`src/rtl/switch_port_rx_if.sv`:
```
// Port-side byte stream (valid/data/suspend) and packet-FIFO read side of one
// switch input port, bundled so the receiver and its neighbours share one view.
interface switch_port_rx_if;
  logic       valid_ip;
  logic [7:0] data_ip;
  logic       suspend_ip;
  logic       out_valid;
  logic [7:0] out_data;
  logic       out_sop;
  logic       out_eop;
  logic       out_ready;

  modport master (
    output valid_ip, data_ip, out_ready,
    input  suspend_ip, out_valid, out_data, out_sop, out_eop
  );

  modport slave (
    input  valid_ip, data_ip, out_ready,
    output suspend_ip, out_valid, out_data, out_sop, out_eop
  );
endinterface

```
`src/rtl/switch_port_rx.sv`:
```
// Switch input-port receiver: header check, packet FIFO with commit pointer, drop handling
// and suspend back-pressure. Optional packet counters are built when SWITCH_RX_STATS_EN is defined.
module switch_port_rx #(
  parameter int PORT_ID = 0,
  parameter int DEPTH   = 64,
  parameter int MAX_PKT = 16
) (
  input  logic            clk,
  input  logic            reset,
  switch_port_rx_if.slave port,
  output logic [15:0]     pkt_ok_cnt,
  output logic [15:0]     pkt_drop_cnt
);

  localparam int AW = $clog2(DEPTH);
  localparam int PW = AW + 1;
  localparam int LW = $clog2(MAX_PKT + 1);
  localparam logic [3:0]    SRC_ID  = 4'(4'b0001 << PORT_ID);
  localparam logic [PW-1:0] DEPTH_P = PW'(DEPTH);
  localparam logic [PW-1:0] MAX_P   = PW'(MAX_PKT);
  localparam logic [PW-1:0] SUSP_P  = PW'(2 * MAX_PKT);
  localparam logic [LW-1:0] MAX_L   = LW'(MAX_PKT);
  localparam logic [LW-1:0] ONE_L   = LW'(1);

  typedef enum logic [1:0] {
    ST_IDLE    = 2'd0,
    ST_PAYLOAD = 2'd1,
    ST_DROP    = 2'd2
  } state_t;

  // Header is rejected on wrong source, null target or target looping back to the source.
  function automatic logic hdr_bad(input logic [7:0] hdr);
    logic [3:0] tgt;
    logic [3:0] src;
    tgt = hdr[7:4];
    src = hdr[3:0];
    hdr_bad = (src != SRC_ID) || (tgt == 4'h0) ||
              ((tgt != 4'hF) && ((tgt & src) != 4'h0));
  endfunction

  state_t          r_state;
  state_t          w_state_nxt;
  logic [PW-1:0]   r_wr;
  logic [PW-1:0]   r_cwr;
  logic [PW-1:0]   r_rd;
  logic [7:0]      r_hold;
  logic [LW-1:0]   r_len;
  logic [LW-1:0]   w_len_nxt;
  logic            r_suspend;
  logic [9:0]      r_mem [0:DEPTH-1];

  logic [PW-1:0]   w_occ;
  logic [PW-1:0]   w_free;
  logic            w_hdr_reject;
  logic            w_wr_en;
  logic [9:0]      w_wr_data;
  logic            w_hold_ld;
  logic            w_commit;
  logic            w_rewind;
  logic            w_out_valid;
  logic            w_pop;
  logic [9:0]      w_head;

  // Occupancy includes uncommitted bytes so space reserved by a packet in flight is honoured.
  assign w_occ        = r_wr - r_rd;
  assign w_free       = DEPTH_P - w_occ;
  assign w_hdr_reject = hdr_bad(port.data_ip) || (w_free < MAX_P);

  assign w_out_valid  = (r_rd != r_cwr);
  assign w_pop        = w_out_valid && port.out_ready;
  assign w_head       = r_mem[r_rd[AW-1:0]];

  assign port.out_valid  = w_out_valid;
  assign port.out_data   = w_out_valid ? w_head[7:0] : 8'h00;
  assign port.out_eop    = w_out_valid ? w_head[8]   : 1'b0;
  assign port.out_sop    = w_out_valid ? w_head[9]   : 1'b0;
  assign port.suspend_ip = r_suspend;

  // Next-state and datapath controls of the receive FSM.
  always_comb begin
    w_state_nxt = r_state;
    w_len_nxt   = r_len;
    w_wr_en     = 1'b0;
    w_wr_data   = 10'h000;
    w_hold_ld   = 1'b0;
    w_commit    = 1'b0;
    w_rewind    = 1'b0;
    case (r_state)
      ST_IDLE: begin
        if (port.valid_ip) begin
          if (w_hdr_reject) begin
            w_state_nxt = ST_DROP;
          end else begin
            w_hold_ld   = 1'b1;
            w_len_nxt   = ONE_L;
            w_state_nxt = ST_PAYLOAD;
          end
        end else begin
          w_state_nxt = ST_IDLE;
        end
      end
      ST_PAYLOAD: begin
        if (port.valid_ip) begin
          if (r_len == MAX_L) begin
            // This byte would exceed MAX_PKT: discard everything written so far.
            w_rewind    = 1'b1;
            w_state_nxt = ST_DROP;
          end else begin
            w_wr_en     = 1'b1;
            w_wr_data   = {(r_len == ONE_L), 1'b0, r_hold};
            w_hold_ld   = 1'b1;
            w_len_nxt   = r_len + ONE_L;
          end
        end else begin
          if (r_len == ONE_L) begin
            w_rewind    = 1'b1;
            w_state_nxt = ST_IDLE;
          end else begin
            w_wr_en     = 1'b1;
            w_wr_data   = {1'b0, 1'b1, r_hold};
            w_commit    = 1'b1;
            w_state_nxt = ST_IDLE;
          end
        end
      end
      ST_DROP: begin
        if (port.valid_ip) begin
          w_state_nxt = ST_DROP;
        end else begin
          w_state_nxt = ST_IDLE;
        end
      end
      default: begin
        w_state_nxt = ST_IDLE;
      end
    endcase
  end

  // FSM state, pointers, hold register and suspend flag.
  always_ff @(posedge clk or posedge reset) begin
    if (reset) begin
      r_state   <= ST_IDLE;
      r_wr      <= '0;
      r_cwr     <= '0;
      r_rd      <= '0;
      r_hold    <= 8'h00;
      r_len     <= '0;
      r_suspend <= 1'b0;
    end else begin
      r_state <= w_state_nxt;
      r_len   <= w_len_nxt;
      if (w_rewind) begin
        r_wr <= r_cwr;
      end else if (w_wr_en) begin
        r_wr <= r_wr + PW'(1);
      end
      if (w_commit) begin
        r_cwr <= r_wr + PW'(1);
      end
      if (w_pop) begin
        r_rd <= r_rd + PW'(1);
      end
      if (w_hold_ld) begin
        r_hold <= port.data_ip;
      end
      r_suspend <= (w_free < SUSP_P);
    end
  end

  // Packet storage; contents need no reset because visibility is governed by the pointers.
  always_ff @(posedge clk) begin
    if (w_wr_en) begin
      r_mem[r_wr[AW-1:0]] <= w_wr_data;
    end
  end

`ifdef SWITCH_RX_STATS_EN
  logic [15:0] r_ok_cnt;
  logic [15:0] r_drop_cnt;
  logic        w_drop_ev;

  assign w_drop_ev = w_rewind || ((r_state == ST_IDLE) && port.valid_ip && w_hdr_reject);

  // Saturating packet counters.
  always_ff @(posedge clk or posedge reset) begin
    if (reset) begin
      r_ok_cnt   <= 16'h0000;
      r_drop_cnt <= 16'h0000;
    end else begin
      if (w_commit && (r_ok_cnt != 16'hFFFF)) begin
        r_ok_cnt <= r_ok_cnt + 16'd1;
      end
      if (w_drop_ev && (r_drop_cnt != 16'hFFFF)) begin
        r_drop_cnt <= r_drop_cnt + 16'd1;
      end
    end
  end

  assign pkt_ok_cnt   = r_ok_cnt;
  assign pkt_drop_cnt = r_drop_cnt;
`else
  assign pkt_ok_cnt   = 16'h0000;
  assign pkt_drop_cnt = 16'h0000;
`endif

endmodule

```
`src/flat_wrapper.sv`:
```
// flat-port wrapper written by rule: the top's interface ports become plain ports
module switch_port_rx_flat 
#(
  parameter int PORT_ID = 0,
  parameter int DEPTH   = 64,
  parameter int MAX_PKT = 16
)
  (clk, reset, pkt_ok_cnt, pkt_drop_cnt, port_valid_ip, port_data_ip, port_out_ready, port_suspend_ip, port_out_valid, port_out_data, port_out_sop, port_out_eop);
  switch_port_rx_if port_i ();
  input  logic clk;
  input  logic reset;
  output logic [15:0] pkt_ok_cnt;
  output logic [15:0] pkt_drop_cnt;
  input wire logic [$bits(port_i.valid_ip)-1:0] port_valid_ip;
  input wire logic [$bits(port_i.data_ip)-1:0] port_data_ip;
  input wire logic [$bits(port_i.out_ready)-1:0] port_out_ready;
  output wire logic [$bits(port_i.suspend_ip)-1:0] port_suspend_ip;
  output wire logic [$bits(port_i.out_valid)-1:0] port_out_valid;
  output wire logic [$bits(port_i.out_data)-1:0] port_out_data;
  output wire logic [$bits(port_i.out_sop)-1:0] port_out_sop;
  output wire logic [$bits(port_i.out_eop)-1:0] port_out_eop;
  assign port_i.valid_ip = port_valid_ip;
  assign port_i.data_ip = port_data_ip;
  assign port_i.out_ready = port_out_ready;
  assign port_suspend_ip = port_i.suspend_ip;
  assign port_out_valid = port_i.out_valid;
  assign port_out_data = port_i.out_data;
  assign port_out_sop = port_i.out_sop;
  assign port_out_eop = port_i.out_eop;
  switch_port_rx #(.PORT_ID(PORT_ID), .DEPTH(DEPTH), .MAX_PKT(MAX_PKT)) u_core (.clk(clk), .reset(reset), .port(port_i), .pkt_ok_cnt(pkt_ok_cnt), .pkt_drop_cnt(pkt_drop_cnt));
endmodule
```
`config.mk`:
```
export PLATFORM = sky130hd
export DESIGN_NAME = switch_port_rx_flat
export DESIGN_NICKNAME = d
export VERILOG_FILES = /design/src/rtl/switch_port_rx_if.sv /design/src/rtl/switch_port_rx.sv /design/src/flat_wrapper.sv
export SDC_FILE = /design/constraint.sdc
export NUM_CORES = 1
export LEC_CHECK = 0
export CORE_MARGIN = 5
export CORE_UTILIZATION = 30
export DETAILED_ROUTE_END_ITERATION = 12
export PLACE_DENSITY_LB_ADDON = 0.12
export SKIP_CTS_REPAIR_TIMING = 1
export SLEW_MARGIN = 0
export SYNTH_ARGS = -nofsm -noshare
export SYNTH_HDL_FRONTEND = slang
export SYNTH_SLANG_ARGS = --single-unit
```
`constraint.sdc`:
```
create_clock -name clk -period 8.65 [get_ports clk]
set_input_delay 1.73 -clock clk [delete_from_list [all_inputs] [get_ports clk]]
set_output_delay 1.73 -clock clk [all_outputs]
set_load 0.005 [all_outputs]
```
==> results of run 1 <==
[metal layers]
metal / global-route usage [%] / routed length (um) / vias up
met1: 20.8 / 32700 / 7073
li1: - / - / 5670
met4: 3.35 / 1280 / 0
met5: 0 / 0 / -
met2: 23.3 / 34100 / 316
met3: 2.09 / 2990 / 82
[synthesized netlist by cell type, types with 6 or more instances]
library cell / n / area [um2]
a21oi_1: 20 / 100
and2_1: 19 / 119
buf_1: 7 / 26.3
buf_2: 26 / 130
buf_4: 33 / 248
clkbuf_1: 25 / 93.8
dfrtp_1: 37 / 926
edfxtp_1: 640 / 19200
ha_1: 17 / 213
inv_1: 13 / 48.8
mux2_1: 10 / 113
mux2i_1: 46 / 460
mux4_2: 182 / 4100
nand2_1: 23 / 86.3
nand2b_1: 6 / 37.5
nand3_1: 31 / 155
nand4_1: 12 / 75.1
nor2_1: 87 / 327
nor2b_1: 6 / 37.5
o21ai_0: 9 / 45.0
o21ai_1: 12 / 60.1
o22ai_1: 16 / 100
xnor2_1: 11 / 96.3
xor2_1: 6 / 52.6
[sequential cells by signal (all words and copies together), names as in the netlist]
| name | count |
|---|---|
| u_core.port.suspend_ip | 1 |
| u_core.r_wr | 7 |
| u_core.r_rd | 7 |
| u_core.r_len | 5 |
| u_core.r_mem | 640 |
| u_core.r_state | 2 |
| u_core.r_hold | 8 |
| u_core.r_cwr | 7 |
[worst max-delay path by stage]
stage | start | cells past startpoint | to
2_1_floorplan | port_valid_ip | 2 | u_core.r_mem[0][9]$_DFFE_PP_
3_3_place_gp | u_core.r_rd[0]$_DFFE_PP0P_ | 6 | port_out_data[6]
3_5_place_dp | u_core.r_rd[0]$_DFFE_PP0P_ | 6 | port_out_data[6]
4_1_cts | u_core.r_rd[0]$_DFFE_PP0P_ | 6 | port_out_data[6]
5_1_grt | u_core.r_rd[0]$_DFFE_PP0P_ | 8 | port_out_data[4]
6_report | u_core.r_rd[0]$_DFFE_PP0P_ | 6 | port_out_data[6]
[final cells by class]
type,count,area (um2)
Clock buffer,99,2110
Clock inverter,39,272
Fill cell,8369,58600
Inverter,16,60.1
Multi-Input combinational cell,587,6720
Sequential cell,677,20200
Tap cell,1176,1470
Timing Repair Buffer,94,776
[logic make-up (layout without fill, tap and decap cells)]
| logic type | after synthesis | in the layout | synth area share [%] |
|---|---|---|---|
| AOI/OAI and AO/OA | 77 | 77 | 1.76 |
| xor gates and xnor gates | 18 | 18 | 0.632 |
| adders and majority gates | 17 | 17 | 0.779 |
| buffers and inverters | 113 | 248 | 2.35 |
| DFF | 677 | 677 | 73.7 |
| muxes | 240 | 240 | 17.2 |
| other | 1 | 32 | 0.0137 |
| and+or+nand+nor | 203 | 203 | 3.52 |
[power groups by stage]
stage | clock [uW] | combinational (uW) | sequential, uW
6_report | 3100 | 1550 | 3790
5_1_grt | 3330 | 1670 | 3810
4_1_cts | 3200 | 1600 | 3800
3_5_place_dp | 0 | 1600 | 3870
3_3_place_gp | 0 | 1590 | 3860
2_1_floorplan | 0 | 1250 | 3680
[critical path: stages, from the launching register on]
cell and delay [ps]:
dfrtp_4 990, buf_4 520, mux4_2 560, mux4_2 470, mux2i_1 540, o21ai_1 170
clkdlybuf4s50_1 500
[stage by stage]
| step | setup WS, ps | hold slack [ps] |
|---|---|---|
| final | 2500 | 479 |
| after global routing | 2200 | 504 |
| after CTS | 2320 | 486 |
| after detailed placement | 2990 | 472 |
| after global placement | 3000 | 462 |
| after floorplan | 2600 | 449 |
==> impl_metrics.env, run 1 <==
export IMPL_status="finished, final reports clean"
export IMPL_ys_ff_latch=677
export IMPL_fp_coreArea_um2=90100
export IMPL_grt_pass1_vias=13600
export IMPL_wl_per_cell_um=26.4
export IMPL_nets=1481
export IMPL_switchingPower_uw=2320
export IMPL_p_clk_share_pct=36.7
export IMPL_p_sw_share_pct=27.5
export IMPL_first_pass_iters=6
export IMPL_p_int_uw=6110
export IMPL_hold_depth=1
export IMPL_antenna_cells=0
export IMPL_cts_clk_slew_worst_paths_ps=60
export IMPL_cts_tree="yes"
export IMPL_rows=110
export IMPL_drt_iter0_markers=1094
export IMPL_cp_start_kind="flip-flop"
export IMPL_cts_buffers=76
export IMPL_final_common_cell="edfxtp_1"
export IMPL_power_per_cell_area_nw_per_um2=267
export IMPL_via_per_inst=4.89
export IMPL_fin_util_pct=35.0
export IMPL_globalRouteTotalUtil_pct=14.4
export IMPL_clock_latency_ps=600
export IMPL_p_seq_share_pct=44.9
export IMPL_r2r_start="u_core.r_state[1]$_DFFE_PP0P_"
export IMPL_power_frac_comb_pct=18.4
export IMPL_fin_area_um2=31600
export IMPL_layout_cells_non_filler=2688
export IMPL_syn_inst=1346
export IMPL_areaGrowthSynthToFinish_pct=15.6
export IMPL_max_slew_margin_pct=22.3
export IMPL_drc=0
export IMPL_cp_required_ps=6920
export IMPL_leakage_uw=0.00866
export IMPL_ant_nets=0
export IMPL_synth_cell_types=52
export IMPL_htree_levels=3
export IMPL_placed_area_um2=29200
export IMPL_ys_seq_area_share_pct=73.7
export IMPL_overflow=0
export IMPL_postRouteWirelength_um=71000
export IMPL_clkSinkCount=677
export IMPL_rr_worst_depth=7
export IMPL_drive_gt1_share_pct=26.0
export IMPL_totalPowerFinal_uw=8430
export IMPL_antenna_found_initial=4
export IMPL_crit_arrival_ps=4420
export IMPL_ir_drop_uv=275
export IMPL_die_area_um2=97200
export IMPL_tns_ps=0
export IMPL_critPathMaxFanout=39
export IMPL_worstHoldStart="u_core.r_hold[6]$_DFFE_PP0P_"
export IMPL_synth_area_um2=27300
export IMPL_die_height_um=312
export IMPL_grt_pass1_wl_um=102000
export IMPL_synth_area_per_cell_um2=20.3
export IMPL_dp_cells=2550
export IMPL_critPathCaptureType="primary output"
export IMPL_min_to="u_core.r_hold[6]$_DFFE_PP0P_"
export IMPL_cap_violations=0
export IMPL_setup_violations_final=0
export IMPL_ys_flop_type="edfxtp_1"
export IMPL_io_buffer_count=23
export IMPL_fin_crit_ps=6150
export IMPL_grt_setup_unrepaired="no"
export IMPL_ios=56
export IMPL_yosysWarnings=0
export IMPL_timing_fmax_ghz=0.163
export IMPL_grt_max_degree=78
export IMPL_start_util_pct=30.3
export IMPL_finalHoldViolCount=0
export IMPL_min_path_type="reg -> reg"
export IMPL_synth_edf_count=640
export IMPL_r2r_end="u_core.r_mem[62][2]$_DFFE_PP_"
export IMPL_vias=13100
export IMPL_gp_congestion=0.739
export IMPL_synth_async_reset_ratio_pct=5.47
export IMPL_dpl_hpwl_um=41700
export IMPL_die_x_um=312
export IMPL_period_share_pct=71.1
export IMPL_rrSetupSlack_ps=4650
export IMPL_clk_path_buf_depth=3
export IMPL_clockRootBuffer="clkbuf_16"
export IMPL_path_class="reg -> out"
export IMPL_slew_viol_final=0
export IMPL_skew_ps=11.4
export IMPL_tightest_slew_ps=1160
export IMPL_final_cell_mix="edfxtp_1 (640), mux4_2 (182), clkbuf_16 (81)"
Power figures use the tool's default switching activity.
==> inputs of run 2 (changes only) <==
- clock period: 8.65 -> 5.4 ns (I/O delays scaled with it)
==> run 2 against run 1 <==
  * Global-route usage up 0.13 points
  * Critical path depth is 1 higher
  * Combinational power grew 63%
  * Cell count is 0.89% higher
  * Power grew 61%
  * Routed wire length is 0.36% lower
  * Via count rose by 0.43%
  * Worst setup slack got worse by 2200 ps
  * Design area up 0.67%
  * Clock skew up 7.8 ps
  * Non-clock buffer count grew 29
  * Hold slack about the same
  * Largest cell class unchanged
==> impl_metrics.env, run 2 (same netlist as run 1, synthesis figures left out) <==
export IMPL_timing_fmax_ghz=0.195
export IMPL_grt_pass1_wl_um=103000
export IMPL_finalHoldViolCount=0
export IMPL_ir_drop_uv=236
export IMPL_via_per_inst=4.87
export IMPL_fin_util_pct=35.3
export IMPL_cap_violations=0
export IMPL_antenna_found_initial=3
export IMPL_largest_reg_flops=640
export IMPL_antenna_cells=0
export IMPL_dp_cells=2579
export IMPL_die_height_um=312
export IMPL_fp_coreArea_um2=90100
export IMPL_skew_ps=19.1
export IMPL_wl_per_cell_um=26.1
export IMPL_min_path_type="reg -> reg"
export IMPL_drt_iter0_markers=943
export IMPL_cts_clk_slew_worst_paths_ps=60
export IMPL_grt_setup_unrepaired="no"
export IMPL_clk_path_buf_depth=3
export IMPL_tightest_slew_ps=1180
export IMPL_totalPowerFinal_uw=13600
export IMPL_die_x_um=312
export IMPL_clockRootBuffer="clkbuf_16"
export IMPL_first_pass_iters=5
export IMPL_cts_tree="yes"
export IMPL_final_cell_mix="edfxtp_1 (640), mux4_2 (182), buf_4 (95)"
export IMPL_leakage_uw=0.00881
export IMPL_start_util_pct=30.3
export IMPL_fin_area_um2=31800
export IMPL_grt_max_degree=66
export IMPL_ios=56
export IMPL_power_per_cell_area_nw_per_um2=428
export IMPL_rows=110
export IMPL_clock_latency_ps=620
export IMPL_path_class="reg -> out"
export IMPL_gp_congestion=0.729
export IMPL_die_area_um2=97200
export IMPL_fin_crit_ps=5140
export IMPL_final_common_cell="edfxtp_1"
export IMPL_layout_cells_non_filler=2712
export IMPL_critPathCaptureType="primary output"
export IMPL_areaGrowthSynthToFinish_pct=16.3
export IMPL_dpl_hpwl_um=44000
export IMPL_drc=0
export IMPL_grt_pass1_vias=14000
export IMPL_period_share_pct=95.2
export IMPL_overflow=0
export IMPL_cts_buffers=76
export IMPL_nets=1510
export IMPL_ant_nets=0
export IMPL_globalRouteTotalUtil_pct=14.5
export IMPL_vias=13200
export IMPL_max_slew_margin_pct=20.9
export IMPL_n_fill_cell=8406
export IMPL_critPathMaxFanout=34
export IMPL_placed_area_um2=29400
export IMPL_cp_start_kind="flip-flop"
export IMPL_htree_levels=3
export IMPL_tns_ps=0
export IMPL_crit_arrival_ps=4060
export IMPL_io_buffer_count=23
export IMPL_clkSinkCount=677
export IMPL_drive_gt1_share_pct=26.0
export IMPL_setup_violations_final=0
export IMPL_postRouteWirelength_um=70800
export IMPL_cp_required_ps=4320
export IMPL_slew_viol_final=0
export IMPL_status="finished, final reports clean"
[run 2: metrics by stage]
stage          hold WS [ps]  setup slack (ps)
2_1_floorplan           449              2.06
3_3_place_gp            465               862
3_5_place_dp            468               910
4_1_cts                 481               220
5_1_grt                 507               113
6_report                479               259
[run 2: critical path, stage by stage, from the launching register on]
cell	delay, ps
dfrtp_4	660
buf_12	310
mux4_2	560
mux4_2	520
mux2i_1	530
o21ai_1	150
and2_1	190
clkdlybuf4s50_1	440
[run 2: where the power goes]
group	switching (uW)	internal, uW	total, uW
Combinational	1290	1220	2520
Clock	2020	2950	4970
Sequential	376	5740	6120
Total	3680	9920	13600
[run 2: area by class of cell]
class	instances	area (um2)	area share, %
flip-flops and latches	677	20200	63.4
well taps	1176	1470	4.63
inverters	16	60.1	0.189
clock inverters	39	330	1.04
clock buffers	94	2040	6.43
repair buffers	123	1040	3.28
multi-input cells	587	6670	21.0
[run 2: worst paths after layout]
path | startpoint | to | slack, ps | cells past startpoint
min in group asynchronous | reset | u_core.r_state[0]$_DFFE_PP0P_ | 900 | 3
worst max-delay path | u_core.r_rd[1]$_DFFE_PP0P_ | port_out_data[2] | 260 | 7
worst min-delay path | u_core.r_hold[2]$_DFFE_PP0P_ | u_core.r_hold[2]$_DFFE_PP0P_ | 480 | 1
worst max register to register | u_core.r_state[1]$_DFFE_PP0P_ | u_core.r_mem[60][8]$_DFFE_PP_ | 1540 | 7
max in group asynchronous | reset | u_core.r_rd[3]$_DFFE_PP0P_ | 4070 | 3
worst min register to register | u_core.r_hold[2]$_DFFE_PP0P_ | u_core.r_hold[2]$_DFFE_PP0P_ | 480 | 1
[run 2: routing by layer]
metal | global-route usage (%) | vias to the layer above | routed length [um]
met5 | 0 | - | 0
met4 | 3.03 | 0 | 1290
met3 | 2.76 | 91 | 3070
met2 | 24.4 | 276 | 34900
met1 | 20.0 | 7104 | 31600
li1 | - | 5726 | -
